===== config.mk =====
export PLATFORM = sky130hd
export DESIGN_NAME = systolic_a_feeder_flat
export DESIGN_NICKNAME = d
export VERILOG_FILES = /design/src/rtl/tpu_pkg.sv /design/src/rtl/systolic_a_feeder_if.sv /design/src/rtl/systolic_feed_row.sv /design/src/rtl/systolic_a_feeder.sv /design/src/flat_wrapper.sv
export SDC_FILE = /design/constraint.sdc
export NUM_CORES = 1
export LEC_CHECK = 0
export ABC_CLOCK_PERIOD_IN_PS = 6000
export CAP_MARGIN = 40
export CORE_AREA = 5 5 276 278
export CTS_CLUSTER_SIZE = 40
export DETAILED_ROUTE_END_ITERATION = 6
export DIE_AREA = 0 0 281 283
export GPL_TIMING_DRIVEN = 0
export SYNTH_ARGS = -nofsm -noshare
export SYNTH_HDL_FRONTEND = slang
export SYNTH_SLANG_ARGS = --single-unit

===== constraint.sdc =====
create_clock -name clk -period 6 [get_ports clk]
set_input_delay 0.6 -clock clk [delete_from_list [all_inputs] [get_ports clk]]
set_output_delay 0.6 -clock clk [all_outputs]
set_load 0.02 [all_outputs]

===== src/rtl/tpu_pkg.sv =====
// Shared TPU definitions: feeder FSM states and default operand/array sizes.
package tpu_pkg;

  typedef enum logic [1:0] {
    IDLE,
    STREAM,
    DONE
  } feeder_state_t;

  localparam int unsigned BITS_AB_DEFAULT = 8;
  localparam int unsigned DIM_DEFAULT     = 8;

  // Width of the beat counter: must hold 0..2*dim-2 and the value dim.
  function automatic int unsigned beat_width(input int unsigned dim);
    return $clog2(2 * dim - 1);
  endfunction

endpackage


===== src/rtl/systolic_a_feeder_if.sv =====
// Write port, stream control and skewed operand outputs of the A-operand feeder.
interface systolic_a_feeder_if
  import tpu_pkg::*;
#(
  parameter int unsigned BITS_AB = BITS_AB_DEFAULT,
  parameter int unsigned DIM     = DIM_DEFAULT
) ();

  logic                     wr_en;
  logic [$clog2(DIM)-1:0]   wr_row;
  logic [DIM*BITS_AB-1:0]   wr_data;
  logic                     start;
  logic                     stall;
  logic [DIM*BITS_AB-1:0]   a_out;
  logic                     mac_en;
  logic                     busy;
  logic                     done;

  modport master (
    output wr_en, wr_row, wr_data, start, stall,
    input  a_out, mac_en, busy, done
  );

  modport slave (
    input  wr_en, wr_row, wr_data, start, stall,
    output a_out, mac_en, busy, done
  );

endinterface


===== src/rtl/systolic_feed_row.sv =====
// One tile row: DIM-entry buffer with a full-row write port, and a skewed read
// that returns entry t-r for beat t on lane r, or zero outside the diagonal.
module systolic_feed_row
  import tpu_pkg::*;
#(
  parameter int unsigned BITS_AB = BITS_AB_DEFAULT,
  parameter int unsigned DIM     = DIM_DEFAULT,
  parameter int unsigned TW      = beat_width(DIM)
) (
  input  logic                   clk,
  input  logic                   rst_n,
  input  logic                   wr_en,
  input  logic [DIM*BITS_AB-1:0] wr_data,
  input  logic [TW-1:0]          t,
  input  logic [TW-1:0]          r,
  output logic [BITS_AB-1:0]     entry
);

  localparam int unsigned IW = $clog2(DIM);

  logic [BITS_AB-1:0] mem [DIM];
  logic [TW-1:0]      col;

  // Row storage: cleared on reset, whole row replaced on a qualified write.
  always_ff @(posedge clk) begin
    if (!rst_n) begin
      for (int unsigned c = 0; c < DIM; c++) mem[c] <= '0;
    end else if (wr_en) begin
      for (int unsigned c = 0; c < DIM; c++) mem[c] <= wr_data[c*BITS_AB +: BITS_AB];
    end
  end

  // Skewed read: column t-r when it lies inside the tile, zero padding otherwise.
  always_comb begin
    col   = t - r;
    entry = '0;
    if ((t >= r) && (col < TW'(DIM))) entry = mem[col[IW-1:0]];
  end

endmodule


===== src/rtl/systolic_a_feeder.sv =====
// A-operand feeder: buffers a DIM x DIM tile and streams it as a diagonally
// skewed wavefront into the west edge of the MAC array, gating mac_en.
module systolic_a_feeder
  import tpu_pkg::*;
#(
  parameter int unsigned BITS_AB = BITS_AB_DEFAULT,
  parameter int unsigned DIM     = DIM_DEFAULT
) (
  input logic               clk,
  input logic               rst_n,
  systolic_a_feeder_if.slave bus
);

  localparam int unsigned TW   = beat_width(DIM);
  localparam int unsigned RW   = $clog2(DIM);
  localparam logic [TW-1:0] LAST = TW'(2 * DIM - 2);

  feeder_state_t          state;
  logic [TW-1:0]          t;
  logic [TW-1:0]          beat_sel;
  logic [DIM*BITS_AB-1:0] next_beat;
  logic [DIM*BITS_AB-1:0] a_out_q;
  logic                   accept_wr;

  assign accept_wr = (state == IDLE) && bus.wr_en && !bus.start;

  // The rows are always presenting the beat that the next advancing edge
  // will load: beat 0 from IDLE, otherwise the one after the current beat.
  always_comb begin
    beat_sel = '0;
    if (state == STREAM) beat_sel = t + TW'(1);
  end

  for (genvar r = 0; r < DIM; r++) begin : g_row
    systolic_feed_row #(
      .BITS_AB (BITS_AB),
      .DIM     (DIM),
      .TW      (TW)
    ) u_row (
      .clk     (clk),
      .rst_n   (rst_n),
      .wr_en   (accept_wr && (bus.wr_row == RW'(r))),
      .wr_data (bus.wr_data),
      .t       (beat_sel),
      .r       (TW'(r)),
      .entry   (next_beat[r*BITS_AB +: BITS_AB])
    );
  end

  // Stream FSM with beat counter and registered operand lanes.
  always_ff @(posedge clk) begin
    if (!rst_n) begin
      state   <= IDLE;
      t       <= '0;
      a_out_q <= '0;
    end else begin
      case (state)
        IDLE: begin
          if (bus.start) begin
            state   <= STREAM;
            t       <= '0;
            a_out_q <= next_beat;
          end
        end
        STREAM: begin
          if (!bus.stall) begin
            if (t == LAST) begin
              state   <= DONE;
              t       <= '0;
              a_out_q <= '0;
            end else begin
              t       <= t + TW'(1);
              a_out_q <= next_beat;
            end
          end
        end
        DONE: begin
          state <= IDLE;
        end
        default: begin
          state   <= IDLE;
          t       <= '0;
          a_out_q <= '0;
        end
      endcase
    end
  end

  assign bus.a_out  = a_out_q;
  assign bus.mac_en = (state == STREAM) && !bus.stall;
  assign bus.busy   = (state != IDLE);
  assign bus.done   = (state == DONE);

endmodule


===== src/flat_wrapper.sv =====
// flat-port wrapper written by rule: the top's interface ports become plain ports
module systolic_a_feeder_flat import tpu_pkg::*;
#(
  parameter int unsigned BITS_AB = BITS_AB_DEFAULT,
  parameter int unsigned DIM     = DIM_DEFAULT
)
  (clk, rst_n, bus_wr_en, bus_wr_row, bus_wr_data, bus_start, bus_stall, bus_a_out, bus_mac_en, bus_busy, bus_done);
  systolic_a_feeder_if #(.BITS_AB(BITS_AB), .DIM(DIM)) bus_i ();
  input logic clk;
  input logic rst_n;
  input wire logic [$bits(bus_i.wr_en)-1:0] bus_wr_en;
  input wire logic [$bits(bus_i.wr_row)-1:0] bus_wr_row;
  input wire logic [$bits(bus_i.wr_data)-1:0] bus_wr_data;
  input wire logic [$bits(bus_i.start)-1:0] bus_start;
  input wire logic [$bits(bus_i.stall)-1:0] bus_stall;
  output wire logic [$bits(bus_i.a_out)-1:0] bus_a_out;
  output wire logic [$bits(bus_i.mac_en)-1:0] bus_mac_en;
  output wire logic [$bits(bus_i.busy)-1:0] bus_busy;
  output wire logic [$bits(bus_i.done)-1:0] bus_done;
  assign bus_i.wr_en = bus_wr_en;
  assign bus_i.wr_row = bus_wr_row;
  assign bus_i.wr_data = bus_wr_data;
  assign bus_i.start = bus_start;
  assign bus_i.stall = bus_stall;
  assign bus_a_out = bus_i.a_out;
  assign bus_mac_en = bus_i.mac_en;
  assign bus_busy = bus_i.busy;
  assign bus_done = bus_i.done;
  systolic_a_feeder #(.BITS_AB(BITS_AB), .DIM(DIM)) u_core (.clk(clk), .rst_n(rst_n), .bus(bus_i));
endmodule

==> results of run 1 <==
[routing by layer]
layer	share of wire	GRT usage	vias up
met5	0	0	-
met4	0.031	0.06904	0
met2	0.46	0.3444	1170
li1	-	-	7522
met3	0.12	0.04940	140
met1	0.39	0.3159	8860
[final cells by class]
type	instances	area [µm²]
fillers	6700	42490
flip-flops and latches	582	16780
multi-input cells	1148	8207
repair buffers	197	2384
clock buffers	83	1660
well taps	969	1212
plain buffers	131	548.0
clock inverters	30	325.3
diodes	25	62.56
inverters	9	33.78
[Yosys cell counts (5+ instances only)]
cell      count
edfxtp_1    512
and2_1      417
nand2_1     175
mux2i_1     121
clkbuf_1     85
dfxtp_1      70
a32oi_1      64
mux2_2       49
o21ai_0      41
buf_2        36
a32o_1       32
a21oi_1      31
nand4_1      24
nor2_1       17
a211o_1      16
mux4_2       16
a311oi_1     15
nand3_1      11
or3_1        11
and3_1       10
a211oi_1      9
a21boi_0      8
a22o_1        8
a22oi_1       8
a41oi_1       8
buf_1         7
inv_1         7
ha_1          6
nand2b_1      6
nor3_1        6
nor2b_1       5
[sequential cells by signal, indices dropped and copies added (netlist names)]
signal                  cells
u_core.state                2
u_core.g_row.u_row.mem    512
u_core.t                    4
u_core.bus.a_out           64
[metrics by stage]
step                      setup WS, ps  instances  utilization  TNS [ps]
after floorplan                 -252.2       1870            -    -63970
after global routing             937.1       3149       0.4226         0
after global placement           -3104       2976       0.3806   -814650
after CTS                         1360       3149       0.4226         0
after detailed placement          1368       3036       0.3957         0
final                             1243       3174       0.4235         0
[cell families after synthesis]
| family | after synthesis | share of synthesized area |
|---|---|---|
| xor+xnor | 4 | 0.001671 |
| flops | 582 | 0.6588 |
| fa+ha+maj | 6 | 0.002948 |
| mux | 186 | 0.08338 |
| simple gates | 701 | 0.1544 |
| compound gates | 251 | 0.07596 |
| buf+inv | 140 | 0.02285 |
[worst max-delay path, cell delays in order, from the launching register on]
cell,delay (ps)
dfxtp_1,400
and2b_1,220
nand2_2,270
inv_2,260
buf_2,350
buf_2,510
buf_2,420
buf_4,260
ha_1,270
clkbuf_1,440
nor3b_1,230
o21ai_0,100
mux2i_1,610
a21oi_1,160
a21oi_1,160
[power by group through the flow]
stage	combinational [W]	sequential (W)	clock, W
floorplan	0.000407	0.00473	0
global placement	0.000807	0.00474	0
detailed placement	0.000899	0.00471	0
CTS	0.000902	0.00463	0.00383
global route	0.000941	0.00464	0.00399
finish	0.000916	0.00463	0.00379
[worst max-delay path by stage]
stage	slack, ps	depth (start not counted)	end
4_1_cts	1360	14	u_core.bus.a_out[29]
2_1_floorplan	-250	4	u_core.g_row[0].u_row.mem[0][0]
3_3_place_gp	-3100	5	u_core.g_row[2].u_row.mem[6][3]
6_report	1240	14	u_core.bus.a_out[28]
5_1_grt	940	14	u_core.bus.a_out[28]
3_5_place_dp	1370	14	u_core.bus.a_out[29]
[cells in the final DEF (no fill, tap or decap), types with 25 or more instances in the layout]
cell type          n
mux2_2            49
a32o_1            32
a21oi_1           31
mux2i_1          121
clkbuf_16         62
buf_8             33
clkdlybuf4s50_1  137
nand2_1          175
buf_2             36
dfxtp_1           70
diode_2           25
clkbuf_1         103
edfxtp_1         512
a32oi_1           64
and2_1           417
o21ai_0           33
==> results by group, run 1 <==
Critical path
  • Crit end category: register
  • R2R Path Start: u_core.state[0]
  • Required @ worst endpoint: 6540 ps
  • Worst reg2reg path depth: 14
  • Crit path kind: register to register
  • Worst reg2reg path endpoint: u_core.bus.a_out[28]
  • Critical Path Start: u_core.state[0]
  • Crit path DAT: around 5300 ps
  • Largest fanout on the critical path: 11
  • Reg2Reg Setup Slack: 1240 ps
  • Worst setup SP type: register

Place
  • Cell Area, Placed: 29160 µm²
  • GPL Wtd Cong: 0.8997
  • Hpwl dp: approximately 65000 µm
  • # port buffers: 137

Synthesis
  • Seq/Total Area, Yosys: 0.6588
  • Mapped Cells: between 1500 and 2000
  • Yosys warnings: 0
  • EDFF count, synth: about 510
  • Mean Syn Cell Area: 13.62 µm²
  • Syn Nets: 1948
  • #FFs+latches synth: 582
  • Synth cell types: 57
  • Share of the synthesized area in the top cell type: 0.6038
  • Ys async rst share: 0
  • Primary FF master, synth: edfxtp_1
  • Synthesized cell area: 25460 µm²
  • Yosys top cell by area: edfxtp_1
  • Area contributors post-synth: edfxtp_1, and2_1, dfxtp_1

Finish
  • Layout cells sized above 1: 0.1243
  • Synthesis-to-layout area growth: 22.56%
  • Final std cell area, no fill: 31210 µm²
  • Final #Nets: 2207

Power
  • Leak: around 11 nW
  • Peak supply drop: around 230 µV
  • Sw power: 0.002222 W
  • Power Total: just over 0.009 W
  • Switching share of power: 0.2380
  • Combinational Power Share: 0.098
  • P per Cell Area: 299.2 nW/µm²
  • Clk pwr share: 0.406
  • Power Internal: 0.007115 W
  • Sequential Power Share: 0.496

Drt
  • DR WL/cell: 29.05 µm
  • Initial DRT Pass Iterations: 6
  • Post-route antenna net violation count: 0
  • Drt total wl: 92200 µm
  • DRC: 0
  • DR vias: approximately 18000
  • Vias/cell: 5.574
  • Starting DRC count in detailed routing: 2561

GRT
  • Initial antenna violation count: 33
  • Total gr overflow: 0
  • Vias in the first global route: roughly 17000
  • Total track usage: 0.2230
  • First-pass GRT wire length: 125800 µm
  • Largest net degree at the start of global routing: 31

Floorplan
  • Num ports: 139
  • Die footprint: a little under 80000 µm²
  • Initial Util: 0.3455
  • Die W: 281 µm
  • Core Box Area: 73700 µm²
  • Row Count: 100
  • Chip height: approximately 280 µm

Timing
  • Hold slack: roughly 480 ps
  • Final hold viol count: 0
  • Final period util: 0.7928
  • Clock skew: 13.28 ps
  • RSZ-0062 raised after global routing: false
  • Max_slew headroom: 0.3549
  • Final Max Slew Viols: 0
  • Setup Viol. Count Final: 0
  • Maximum clock rate: 210.2 MHz
  • Worst-Margin Slew: 967.6 ps
  • Min Clock Period, post-route: 4757 ps

Clock network
  • Clk slew on worst S/H paths: 60 ps
  • Post-CTS Hold Buffers: 0
  • CTS tree: built
  • Clock tree root driver cell: clkbuf_16
  • H-Tree Depth: 2
  • Worst skew pair latency: roughly 630 ps
  • Post-CTS repair timing setup buffer count: 0
  • CTS Buf Count: 60
  • # clock sinks: 582
  • Resized Gates After CTS: 0
  • Clk buf depth: 3

Min path
  • Worst hold start: u_core.bus.a_out[19]
  • Hold path endpoint: u_core.bus.a_out[19]
  • Min-delay worst type: register to register
  • WHS Path Cells: 1

Status
  • Status: complete, no violations

Flow run
  • Max-cap violations: 0
No activity file was read; power rests on OpenSTA's default activity.
==> run 2: changes to the inputs <==
--- a/config.mk
+++ b/config.mk
@@ -5,7 +5,7 @@
 export SDC_FILE = /design/constraint.sdc
 export NUM_CORES = 1
 export LEC_CHECK = 0
-export ABC_CLOCK_PERIOD_IN_PS = 6000
+export ABC_CLOCK_PERIOD_IN_PS = 4700
 export CAP_MARGIN = 40
 export CORE_AREA = 5 5 276 278
 export CTS_CLUSTER_SIZE = 40
==> constraint.sdc (replaced) <==
create_clock -name clk -period 4.7 [get_ports clk]
set_input_delay 0.47 -clock clk [delete_from_list [all_inputs] [get_ports clk]]
set_output_delay 0.47 -clock clk [all_outputs]
set_load 0.02 [all_outputs]
==> results by group, run 2 (synthesis gave the netlist of run 1 again) <==
Status
  • Status: finished, violations left
  • Failing checks: design-rule violations

Clock network
  • Post-CTS repair timing setup buffer count: 0
  • Clock tree root driver cell: clkbuf_16
  • CTS Buf Count: 60
  • # clock sinks: 582
  • CTS tree: built
  • H-Tree Depth: 2
  • Clk slew on worst S/H paths: about 60 ps
  • Worst skew pair latency: 640 ps
  • Clk buf depth: 3

Place
  • Placed insts: slightly above 3000
  • Hpwl dp: about 65000 µm
  • GPL Wtd Cong: 0.8997
  • # port buffers: 137

Critical path
  • CP max stage cell: clkbuf_1
  • Worst setup path end: u_core.bus.a_out[62]
  • Crit path kind: register to register
  • Required @ worst endpoint: 5200 ps
  • Worst setup SP type: register
  • Critical Path Start: u_core.state[0]
  • R2R Path Start: u_core.state[0]
  • Largest fanout on the critical path: 11
  • CP max stage delay: ~430 ps
  • WP buf/inv: 7
  • Worst reg2reg path endpoint: u_core.bus.a_out[62]
  • Stages on worst setup path: 14
  • Crit path DAT: 4910 ps
  • Reg2Reg Setup Slack: 290 ps
  • Worst reg2reg path depth: 14
  • CP delay by family, top: buffers and inverters
  • Crit end category: register
  • CP Cell Sequence: and2b_1 > nand2_2 > inv_2 > buf_2 > clkbuf_4 > buf_2 > buf_4 > ha_1 > clkbuf_1 > clkbuf_1 > nand2_1 > o21ai_0 > a211o_1 > a41oi_1

Finish
  • Largest Register: u_core.g_row.u_row.mem
  • Commonest non-fill, non-tap cells in the layout: edfxtp_1, and2_1, nand2_1, clkdlybuf4s50_1, mux2i_1
  • Synthesis-to-layout area growth: 22.57%
  • Final instance count without filler cells: 3166
  • Largest register FFs: 512
  • Layout cells sized above 1: 0.1266
  • Most common cell after layout, fill and taps aside: edfxtp_1
  • Final #Nets: 2207

Power
  • Leak: 11.07 nW
  • Power Total: between 0.01 and 0.015 W
  • P per Cell Area: 382.4 nW/µm²
  • Peak supply drop: about 300 µV

Timing
  • Worst-Margin Slew: 991.7 ps
  • Clock skew: roughly 15 ps
  • Max_slew headroom: 0.3389
  • RSZ-0062 raised after global routing: false
  • Final Max Slew Viols: 0
  • Min Clock Period, post-route: between 4000 and 5000 ps
  • Setup Viol. Count Final: 0
  • Maximum clock rate: 226.9 MHz
  • Final period util: 0.9377
  • Final hold viol count: 0

Drt
  • Vias/cell: 5.608
  • Post-route antenna net violation count: 0
  • DRC: 2
  • Starting DRC count in detailed routing: 2659
  • Initial DRT Pass Iterations: 7
  • DR WL/cell: just under 30 µm
  • DR vias: 17760
  • Drt total wl: 92320 µm

Floorplan
  • Num ports: 139
  • Core Box Area: 73700 µm²
  • Die footprint: 79520 µm²
  • Row Count: 100
  • Die W: 281 µm
  • Initial Util: 0.3455
  • Chip height: 283 µm

GRT
  • Total track usage: 0.2230
  • First-pass GRT wire length: 125800 µm
  • Largest net degree at the start of global routing: 31
  • Total gr overflow: 0
  • Initial antenna violation count: 33
  • Vias in the first global route: 16610

Flow run
  • Max-cap violations: 0

Min path
  • Min-delay worst type: register to register
run 2: worst min path at each step:
stage | depth (start not counted) | from | endpoint | slack (ps)
finish | 1 | u_core.bus.a_out[19] | u_core.bus.a_out[19] | 480
floorplan | 2 | u_core.t[3] | u_core.t[3] | 470
global placement | 1 | u_core.bus.a_out[52] | u_core.bus.a_out[52] | 470
CTS | 2 | bus_stall | u_core.state[1] | 470
detailed placement | 1 | u_core.bus.a_out[19] | u_core.bus.a_out[19] | 460
global route | 1 | u_core.bus.a_out[44] | u_core.bus.a_out[44] | 500
run 2: layout make-up:
| type | instances | area (µm²) |
|---|---|---|
| clock buffers | 83 | 1660 |
| repair buffers | 197 | 2384 |
| multi-input cells | 1148 | 8223 |
| plain buffers | 131 | 554.3 |
| clock inverters | 30 | 325.3 |
| well taps | 969 | 1212 |
| inverters | 9 | 33.78 |
| flip-flops and latches | 582 | 16780 |
| diodes | 17 | 42.54 |
| fillers | 6700 | 42480 |
run 2: metrics by stage:
step,setup WS [ps],cell area [µm²],hold slack [ps],util,TNS (ps)
CTS,60.07,31150,469.8,0.4226,0
floorplan,-1431,25460,469.5,-,-365810
finish,292.7,31210,477.0,0.4235,0
global route,29.15,31170,504.3,0.4229,0
detailed placement,67.56,29160,462.7,0.3957,0
global placement,-4274,28050,465.7,0.3806,-1413690
run 2: power by group:
part | total, W | switching, W | internal, W
Clock | 0.00486 | 0.00202 | 0.00284
Sequential | 0.00591 | 0.0000619 | 0.00585
Combinational | 0.00117 | 0.000772 | 0.000399
Total | 0.0119 | 0.00285 | 0.00908
run 2: metal layers:
metal  GRT usage  up-vias  wire length [µm]  share of wire
met4     0.06904        0              2828          0.031
met2      0.3444     1181             42370           0.46
met1      0.3159     8917             36090           0.39
met5           0        -                 0              0
li1            -     7507                 -              -
met3     0.04940      150             11030           0.12
run 2: worst register-to-register path: cells and delay by family, from the launching register on:
| kind | cells | cell delay (ps) |
|---|---|---|
| flops | 1 | 400 |
| simple gates | 3 | 570 |
| compound gates | 3 | 510 |
| fa+ha+maj | 1 | 270 |
| buf+inv | 7 | 2530 |
run 2: timing repair:
item,CTS,global route
gates resized for setup,0,9
hold buffers,0,0
setup endpoints to repair,0,21
